`config.mk`:
```
export PLATFORM = sky130hd
export DESIGN_NAME = opn_sel_multi
export DESIGN_NICKNAME = d
export VERILOG_FILES = /design/src/rtl/opn_sel_pkg.sv /design/src/rtl/opn_sel_ch.sv /design/src/rtl/opn_sel_multi.sv
export SDC_FILE = /design/constraint.sdc
export NUM_CORES = 1
export LEC_CHECK = 0
export CAP_MARGIN = 10
export CORE_MARGIN = 4
export CORE_UTILIZATION = 58
export DETAILED_ROUTE_END_ITERATION = 6
export PLACE_DENSITY_LB_ADDON = 0.3
export SYNTH_ARGS = -nofsm -noshare
export SYNTH_HDL_FRONTEND = slang
export SYNTH_SLANG_ARGS = --single-unit
```
`constraint.sdc`:
```
create_clock -name Clock -period 3.75 [get_ports Clock]
set_input_delay 0.75 -clock Clock [delete_from_list [all_inputs] [get_ports Clock]]
set_output_delay 0.75 -clock Clock [all_outputs]
set_load 0.05 [all_outputs]
```
`src/rtl/opn_sel_pkg.sv`:
```
// opn_sel_pkg
// Shared definitions for the output polarity selector:
//   - 2-bit channel mode encodings (OFF / PASS / INV / HOLD)
//   - per-channel FSM state encoding
//   - dead-time counter width helper
//   - mode -> output bit helper used by every channel
package opn_sel_pkg;

  localparam logic [1:0] MODE_OFF  = 2'b00;
  localparam logic [1:0] MODE_PASS = 2'b01;
  localparam logic [1:0] MODE_INV  = 2'b10;
  localparam logic [1:0] MODE_HOLD = 2'b11;

  typedef enum logic [1:0] {
    S_OFF  = 2'd0,
    S_RUN  = 2'd1,
    S_DEAD = 2'd2
  } ch_state_t;

  // Counter must hold DEAD-1; keep at least one bit so the vector is legal
  // even when dead time is disabled.
  function automatic int cnt_width(input int dead);
    if (dead < 1) return 1;
    return $clog2(dead + 1);
  endfunction

  // Output bit produced by a mode given the synchronised source and the
  // value currently on the pin (HOLD simply keeps it).
  function automatic logic mode_out(input logic [1:0] mode, input logic din,
                                    input logic held);
    case (mode)
      MODE_PASS: return din;
      MODE_INV:  return ~din;
      MODE_HOLD: return held;
      default:   return 1'b0;
    endcase
  endfunction

  // Settled state for a mode once no dead time is pending.
  function automatic ch_state_t run_state(input logic [1:0] mode);
    return (mode == MODE_OFF) ? S_OFF : S_RUN;
  endfunction

endpackage

```
`src/rtl/opn_sel_ch.sv`:
```
// opn_sel_ch
// One output channel: input synchroniser, double-buffered mode (pend/cur),
// break-before-make dead-time FSM and registered output.
// Ports:
//   clock, reset  - clock and asynchronous active-high reset
//   sin           - source bit from the waveform core
//   sel, sel_load - requested mode and its load strobe (into pend)
//   sout          - registered channel output
//   busy          - high while the channel is inside dead time
module opn_sel_ch
  import opn_sel_pkg::*;
#(
  parameter int DEAD = 2,
  parameter int SYNC = 2
) (
  input  logic       clock,
  input  logic       reset,
  input  logic       sin,
  input  logic [1:0] sel,
  input  logic       sel_load,
  output logic       sout,
  output logic       busy
);

  localparam int             CW        = cnt_width(DEAD);
  localparam bit             HAS_DEAD  = (DEAD > 0);
  localparam logic [CW-1:0]  DEAD_LOAD = HAS_DEAD ? CW'(DEAD - 1) : '0;

  logic synced;

  generate
    if (SYNC == 0) begin : g_nosync
      assign synced = sin;
    end else begin : g_sync
      logic [SYNC-1:0] sync_q;
      always_ff @(posedge clock or posedge reset) begin
        if (reset) begin
          sync_q <= '0;
        end else begin
          sync_q[0] <= sin;
          for (int k = 1; k < SYNC; k++) sync_q[k] <= sync_q[k-1];
        end
      end
      assign synced = sync_q[SYNC-1];
    end
  endgenerate

  logic [1:0] pend;

  always_ff @(posedge clock or posedge reset) begin
    if (reset)         pend <= MODE_OFF;
    else if (sel_load) pend <= sel;
  end

  ch_state_t     state;
  logic [1:0]    cur;
  logic [CW-1:0] cnt;
  logic          out_q;
  logic          busy_q;

  always_ff @(posedge clock or posedge reset) begin
    if (reset) begin
      state  <= S_OFF;
      cur    <= MODE_OFF;
      cnt    <= '0;
      out_q  <= 1'b0;
      busy_q <= 1'b0;
    end else begin
      case (state)
        S_DEAD: begin
          // The schedule is fixed at entry; pend may change freely meanwhile
          // and whatever it holds at expiry becomes the new mode.
          if (cnt == '0) begin
            cur    <= pend;
            state  <= run_state(pend);
            busy_q <= 1'b0;
            out_q  <= mode_out(pend, synced, out_q);
          end else begin
            cnt   <= cnt - CW'(1);
            out_q <= 1'b0;
          end
        end
        default: begin
          if (pend != cur) begin
            if (HAS_DEAD && (pend == MODE_PASS || pend == MODE_INV)) begin
              // Break before make: force the pin low before driving data.
              state  <= S_DEAD;
              cnt    <= DEAD_LOAD;
              busy_q <= 1'b1;
              out_q  <= 1'b0;
            end else begin
              cur   <= pend;
              state <= run_state(pend);
              out_q <= mode_out(pend, synced, out_q);
            end
          end else begin
            out_q <= mode_out(cur, synced, out_q);
          end
        end
      endcase
    end
  end

  assign sout = out_q;
  assign busy = busy_q;

endmodule

```
`src/rtl/opn_sel_multi.sv`:
```
// opn_sel_multi
// Multi-channel output polarity selector placed between the waveform core
// and the external pins. Slices the packed mode bus and instantiates one
// independent channel per output; the load strobe is shared.
// Ports:
//   Clock, Reset - clock and asynchronous active-high reset
//   Sin          - per-channel source bits
//   Sel          - per-channel mode, channel i at [2i+1:2i] ({H,L})
//   Sel_Load     - captures all Sel fields into the pending modes
//   Sout_EXT     - registered channel outputs
//   Busy         - per-channel dead-time indicator
module opn_sel_multi #(
  parameter int CH   = 4,
  parameter int DEAD = 2,
  parameter int SYNC = 2
) (
  input  logic [0:0]      Clock,
  input  logic            Reset,
  input  logic [CH-1:0]   Sin,
  input  logic [2*CH-1:0] Sel,
  input  logic            Sel_Load,
  output logic [CH-1:0]   Sout_EXT,
  output logic [CH-1:0]   Busy
);

  genvar gi;
  generate
    for (gi = 0; gi < CH; gi++) begin : g_ch
      opn_sel_ch #(
        .DEAD(DEAD),
        .SYNC(SYNC)
      ) u_ch (
        .clock   (Clock[0]),
        .reset   (Reset),
        .sin     (Sin[gi]),
        .sel     (Sel[2*gi+1 -: 2]),
        .sel_load(Sel_Load),
        .sout    (Sout_EXT[gi]),
        .busy    (Busy[gi])
      );
    end
  endgenerate

endmodule

```
After elaboration in Yosys (flattened, before gate mapping). Cells that the tools add are included.

Add/subtract/negate cells: 4. Equal/unequal tests: 48. Multiplexer cells: 92. Bitwise logic cells: 4. Reductions and logical operators: 36.

Operators by type and width (number): $mux W2 (48); $eq A2 B2 Y1 const B (20); $mux W1 (36); $reduce_and A3 Y1 (12); $pmux W1 S3 (8); $eq A2 B1 Y1 const B (8); $logic_not A2 Y1 (8); $ne A2 B2 Y1 const B (8); $reduce_bool A2 Y1 (8); $ne A3 B1 Y1 const B (4); $ne A2 B1 Y1 const B (4); $ne A2 B2 Y1 (4); $reduce_and A2 Y1 (4); $sub A2 B1 Y2 const B (4); $logic_or A1 B1 Y1 (4); $not A1 Y1 (4).

Bits in registers: 48. Bits of input ports: 15. Output and inout bits: 8. Word-level logic and storage cells: 212.

Longest topological paths before layout.
Depth after elaboration: 5. Gate-level depth with buffers: 6. Gate-level depth less buffers: 6.

Modules after synthesis. A second synthesis with hierarchy kept.

Cells, all modules: 232. Area, all modules: 2487.4 µm².

By module, submodules not included: opn_sel_ch (instances 4, cells each 58, area an instance 621.8 µm², seq. area each 300.3 µm²).

Least setup slack after synthesis. No wires, ideal clock.

Path type: register to register. From: reg g_ch[3].u_ch.pend[0]. To: reg g_ch[3].u_ch.cur[0]. Arrival time: 1445 ps. Path slack: 2180 ps. Cell stages (with the launch flop): 6. Clock period less this slack: 1570 ps. Path through: dfrtp_1 inv_1 ha_1 nor2_1 or2_1 mux2_4.

Longest elaborated chain between the ends: 4. Elaborated cells between the ends (all ways): 11.

Ends and longest elaborated chain: start: declaration (RTL line opn_sel_ch.sv:48) `logic [1:0] pend;`; start signal: assignment (RTL line opn_sel_ch.sv:52) `else if (sel_load) pend <= sel;`; $eq A2 B1 Y1 or $eq A2 B2 Y1 (tied branches) (RTL line opn_sel_ch.sv:85) `if (HAS_DEAD && (pend == MODE_PASS || pend == MODE_INV)) begin`; $logic_or A1 B1 Y1 (RTL line opn_sel_ch.sv:85); $ne A2 B2 Y1 (no line); $reduce_and A3 Y1 (no line); end signal: assignment (RTL line opn_sel_ch.sv:74) `cur <= pend;`; end signal: assignment (RTL line opn_sel_ch.sv:92) `cur <= pend;`; end: declaration (RTL line opn_sel_ch.sv:56) `logic [1:0] cur;`.

Parallel ways exist; a longest one is shown, timed or not. The select of a mux whose other input is x is not followed. A chain may end at the register's enable or synchronous reset.

Final worst setup path.
From: reg g_ch[0].u_ch.out_q. To: out Sout_EXT[0].

RTL lines: start: declaration (RTL line opn_sel_ch.sv:58) `logic out_q;`; start signal: assignment (RTL line opn_sel_ch.sv:77) `out_q <= mode_out(pend, synced, out_q);`; start signal: assignment (RTL line opn_sel_ch.sv:94) `out_q <= mode_out(pend, synced, out_q);`; start signal: assignment (RTL line opn_sel_ch.sv:97) `out_q <= mode_out(cur, synced, out_q);`; end: declaration (RTL line opn_sel_multi.sv:22) `output logic [CH-1:0] Sout_EXT,`.

No word-level cell between the ends.

==> flow_metrics.py <==
metrics = {
    "synth": {
        "ys.flop_type": "dfrtp_1",
        "ys_seq_area_share_pct": 46.31,
        "synth_area_sq_um": 2594,
        "ys_types": 41,
        "syn-num-nets": 283,
        "syn_area_per_cell_sq_um": 10.63,
        "synth_cells": 244,
        "yosys_warnings": 0,
        "ys_ff_latch": 48,
        "synthArstFlopShare_pct": 100.0,
        "synth_edf_count": 0,
    },
    "floorplanning": {
        "ioPinCount": 23,
        "core_area_sq_um": 4354,
        "initial_core_util_pct": 59.57,
        "rows": 24,
        "die_w_um": 74.87,
        "dieArea_sq_um": 5606,
        "die_y_um": 74.87,
    },
    "routing": {
        "drcViolationCount": 0,
        "drt_iter0_markers": 105,
        "routed_wl_um": 4413,
        "vias_per_cell": 5.502,
        "wire_per_inst_um": 13.92,
        "first_pass_iters": 4,
        "antenna_left": 0,
        "vias": 1744,
    },
    "placement": {
        "placed_cell_area_sq_um": 2815,
        "numPortBuffers": 22,
        "gp_congestion": 0.7876,
        "place_hpwl_um": 3181,
    },
    "grt": {
        "grtUsageTotal_pct": 18.05,
        "grt_max_degree": 49,
        "grt_pass1_vias": 1708,
        "grt.overflow.total": 0,
        "antenna_found_initial": 0,
        "grt_pass1_wl_um": 7741,
    },
    "layout": {
        "post-route-cell-area_sq_um": 2908,
        "final_nets": 303,
        "final_common_cell": "dfrtp_1",
        "syn2layout_area_growth_pct": 12.11,
        "fillCellCount": 341,
        "final_util_pct": 66.78,
        "final_cell_mix": "dfrtp_1, o21ai_0, ha_1, inv_1, clkdlybuf4s50_1",
        "drive_gt1_share_pct": 8.679,
        "insertedDiodeCount": 0,
    },
    "sta": {
        "rsz0062_at_grt": "false",
        "tns_ps": 0,
        "drv_slew": 0,
        "setup_viol": 0,
        "slew_headroom_pct": 35.02,
        "fmax_mhz": 447.2,
        "period_needed_ps": 2236,
        "worst_pin_slew_ps": 973.3,
        "hold_viol_final": 0,
        "finalClockSkew_ps": 4.597,
        "finalCritPeriodShare_pct": 59.62,
    },
    "power_and_ir_drop": {
        "leakage_nw": 1.346,
        "p_per_area_nw_per_um2": 757.0,
        "ir_drop_mv": 0.3242,
    },
    "worst_setup_path": {
        "reg2reg_depth": 4,
        "crit_arrival_ps": 1490,
        "cp-end-kind": "primary output",
        "crit_start": "g_ch[0].u_ch.sout",
        "required_ps": 3000,
        "rrSetupSlack_ps": 2010,
        "cp_slowest_stage_delay_ps": 810,
        "cp_cell_sequence": "clkdlybuf4s50_1",
        "reg2reg_to": "g_ch[0].u_ch.cur[1]",
        "path_depth": 1,
        "worst_path_max_delay_cell": "clkdlybuf4s50_1",
        "start_kind": "flip-flop",
        "path_class": "reg -> out",
        "r2r-start": "g_ch[0].u_ch.pend[0]",
        "crit_path_max_fanout": 3,
        "cp_top_family": "buffers and inverters",
        "endpoint": "Sout_EXT[0]",
        "timing.critical_path.buf_inv": 1,
    },
    "worst_hold_path": {
        "holdCritPathClass": "reg -> reg",
    },
    "clocking": {
        "cts_resized": 0,
        "cts_buffer_depth": 2,
        "cts_hold_buf": 0,
        "clkTransAtPathRegs_ps": 90,
        "tritoncts": "built",
        "cts_num_sinks": 48,
        "root_buffer": "clkbuf_8",
        "cts_setup_buffers": 0,
        "htreeDepth": 2,
        "cts_buffers": 5,
        "clk_latency_ps": 300,
    },
    "status": {
        "status": "completed",
    },
    "job": {
        "drv_cap": 0,
    },
}
## flip-flops by register name, summed over array words and instances (netlist names)
register,flops
g_ch.u_ch.cur,8
g_ch.u_ch.busy,4
g_ch.u_ch.pend,8
g_ch.u_ch.g_sync.sync_q,8
g_ch.u_ch.cnt,8
g_ch.u_ch.sout,4
g_ch.u_ch.state,8
## metrics by stage
stage | setup WS (ps) | hold slack, ps | power, mW | cells
floorplan | 1856 | 331.2 | 1.687 | 244
global placement | 1765 | 333.3 | 1.850 | 309
detailed placement | 1751 | 336.4 | 1.894 | 309
CTS | 1500 | 351.7 | 2.218 | 317
global route | 1456 | 363.9 | 2.371 | 317
finish | 1514 | 352.2 | 2.201 | 317
## cell families after synthesis
group	Yosys count	share of synthesized area [%]
AO/OA/AOI/OAI	62	14.76
flip-flops	48	46.31
buffers and inverters	32	5.789
multiplexers	18	7.670
XOR/XNOR	9	3.039
adder cells (fa/ha/maj)	24	11.58
AND/OR/NAND/NOR	51	10.85
## report_power, final
group          total, mW  switching [mW]  internal [mW]  leakage, nW
clock              0.320           0.173          0.147       0.0510
combinational       1.03           0.570          0.462        0.715
sequential         0.849           0.155          0.694        0.580
## layer usage
| layer | vias up | routed length, um | global-route usage (%) |
|---|---|---|---|
| met5 | - | 0 | 0 |
| met3 | 7 | 137 | 3.338 |
| met1 | 832 | 2067 | 24.05 |
| li1 | 882 | - | - |
| met4 | 0 | 81 | 7.115 |
| met2 | 23 | 2126 | 29.21 |
## cells in the mapped netlist, types with 4 or more instances
library cell	count	area, sq um
nand2b_1	5	31.28
nor2_1	6	22.52
mux2i_1	9	90.09
inv_1	23	86.33
o31ai_1	4	30.03
ha_1	24	300.3
dfrtp_1	48	1201
nand2_1	18	67.56
buf_4	8	60.06
a21oi_1	14	70.07
o21ai_0	24	120.1
nor2b_1	5	31.28
xnor2_1	8	70.07
mux2_2	7	78.83
## how the worst min path moves through the flow
stage | start | to | depth (start not counted)
2_1_floorplan | g_ch[0].u_ch.g_sync.sync_q[0] | g_ch[0].u_ch.g_sync.sync_q[1] | 0
3_3_place_gp | g_ch[2].u_ch.g_sync.sync_q[0] | g_ch[2].u_ch.g_sync.sync_q[1] | 0
3_5_place_dp | g_ch[1].u_ch.g_sync.sync_q[0] | g_ch[1].u_ch.g_sync.sync_q[1] | 0
4_1_cts | g_ch[1].u_ch.g_sync.sync_q[0] | g_ch[1].u_ch.g_sync.sync_q[1] | 0
5_1_grt | g_ch[3].u_ch.g_sync.sync_q[0] | g_ch[3].u_ch.g_sync.sync_q[1] | 0
6_report | g_ch[1].u_ch.g_sync.sync_q[0] | g_ch[1].u_ch.g_sync.sync_q[1] | 0
## area by class of cell
class / instances / area [sq um] / share of cell area, %
multi-input combinational: 164 / 1242 / 42.73
sequential: 48 / 1201 / 41.31
clock buffer: 6 / 82.58 / 2.840
tap: 52 / 65.06 / 2.238
clock inverter: 2 / 10.01 / 0.3442
timing repair buffer: 22 / 220.2 / 7.573
inverter: 23 / 86.33 / 2.969
(Power assumes the default switching activity.)
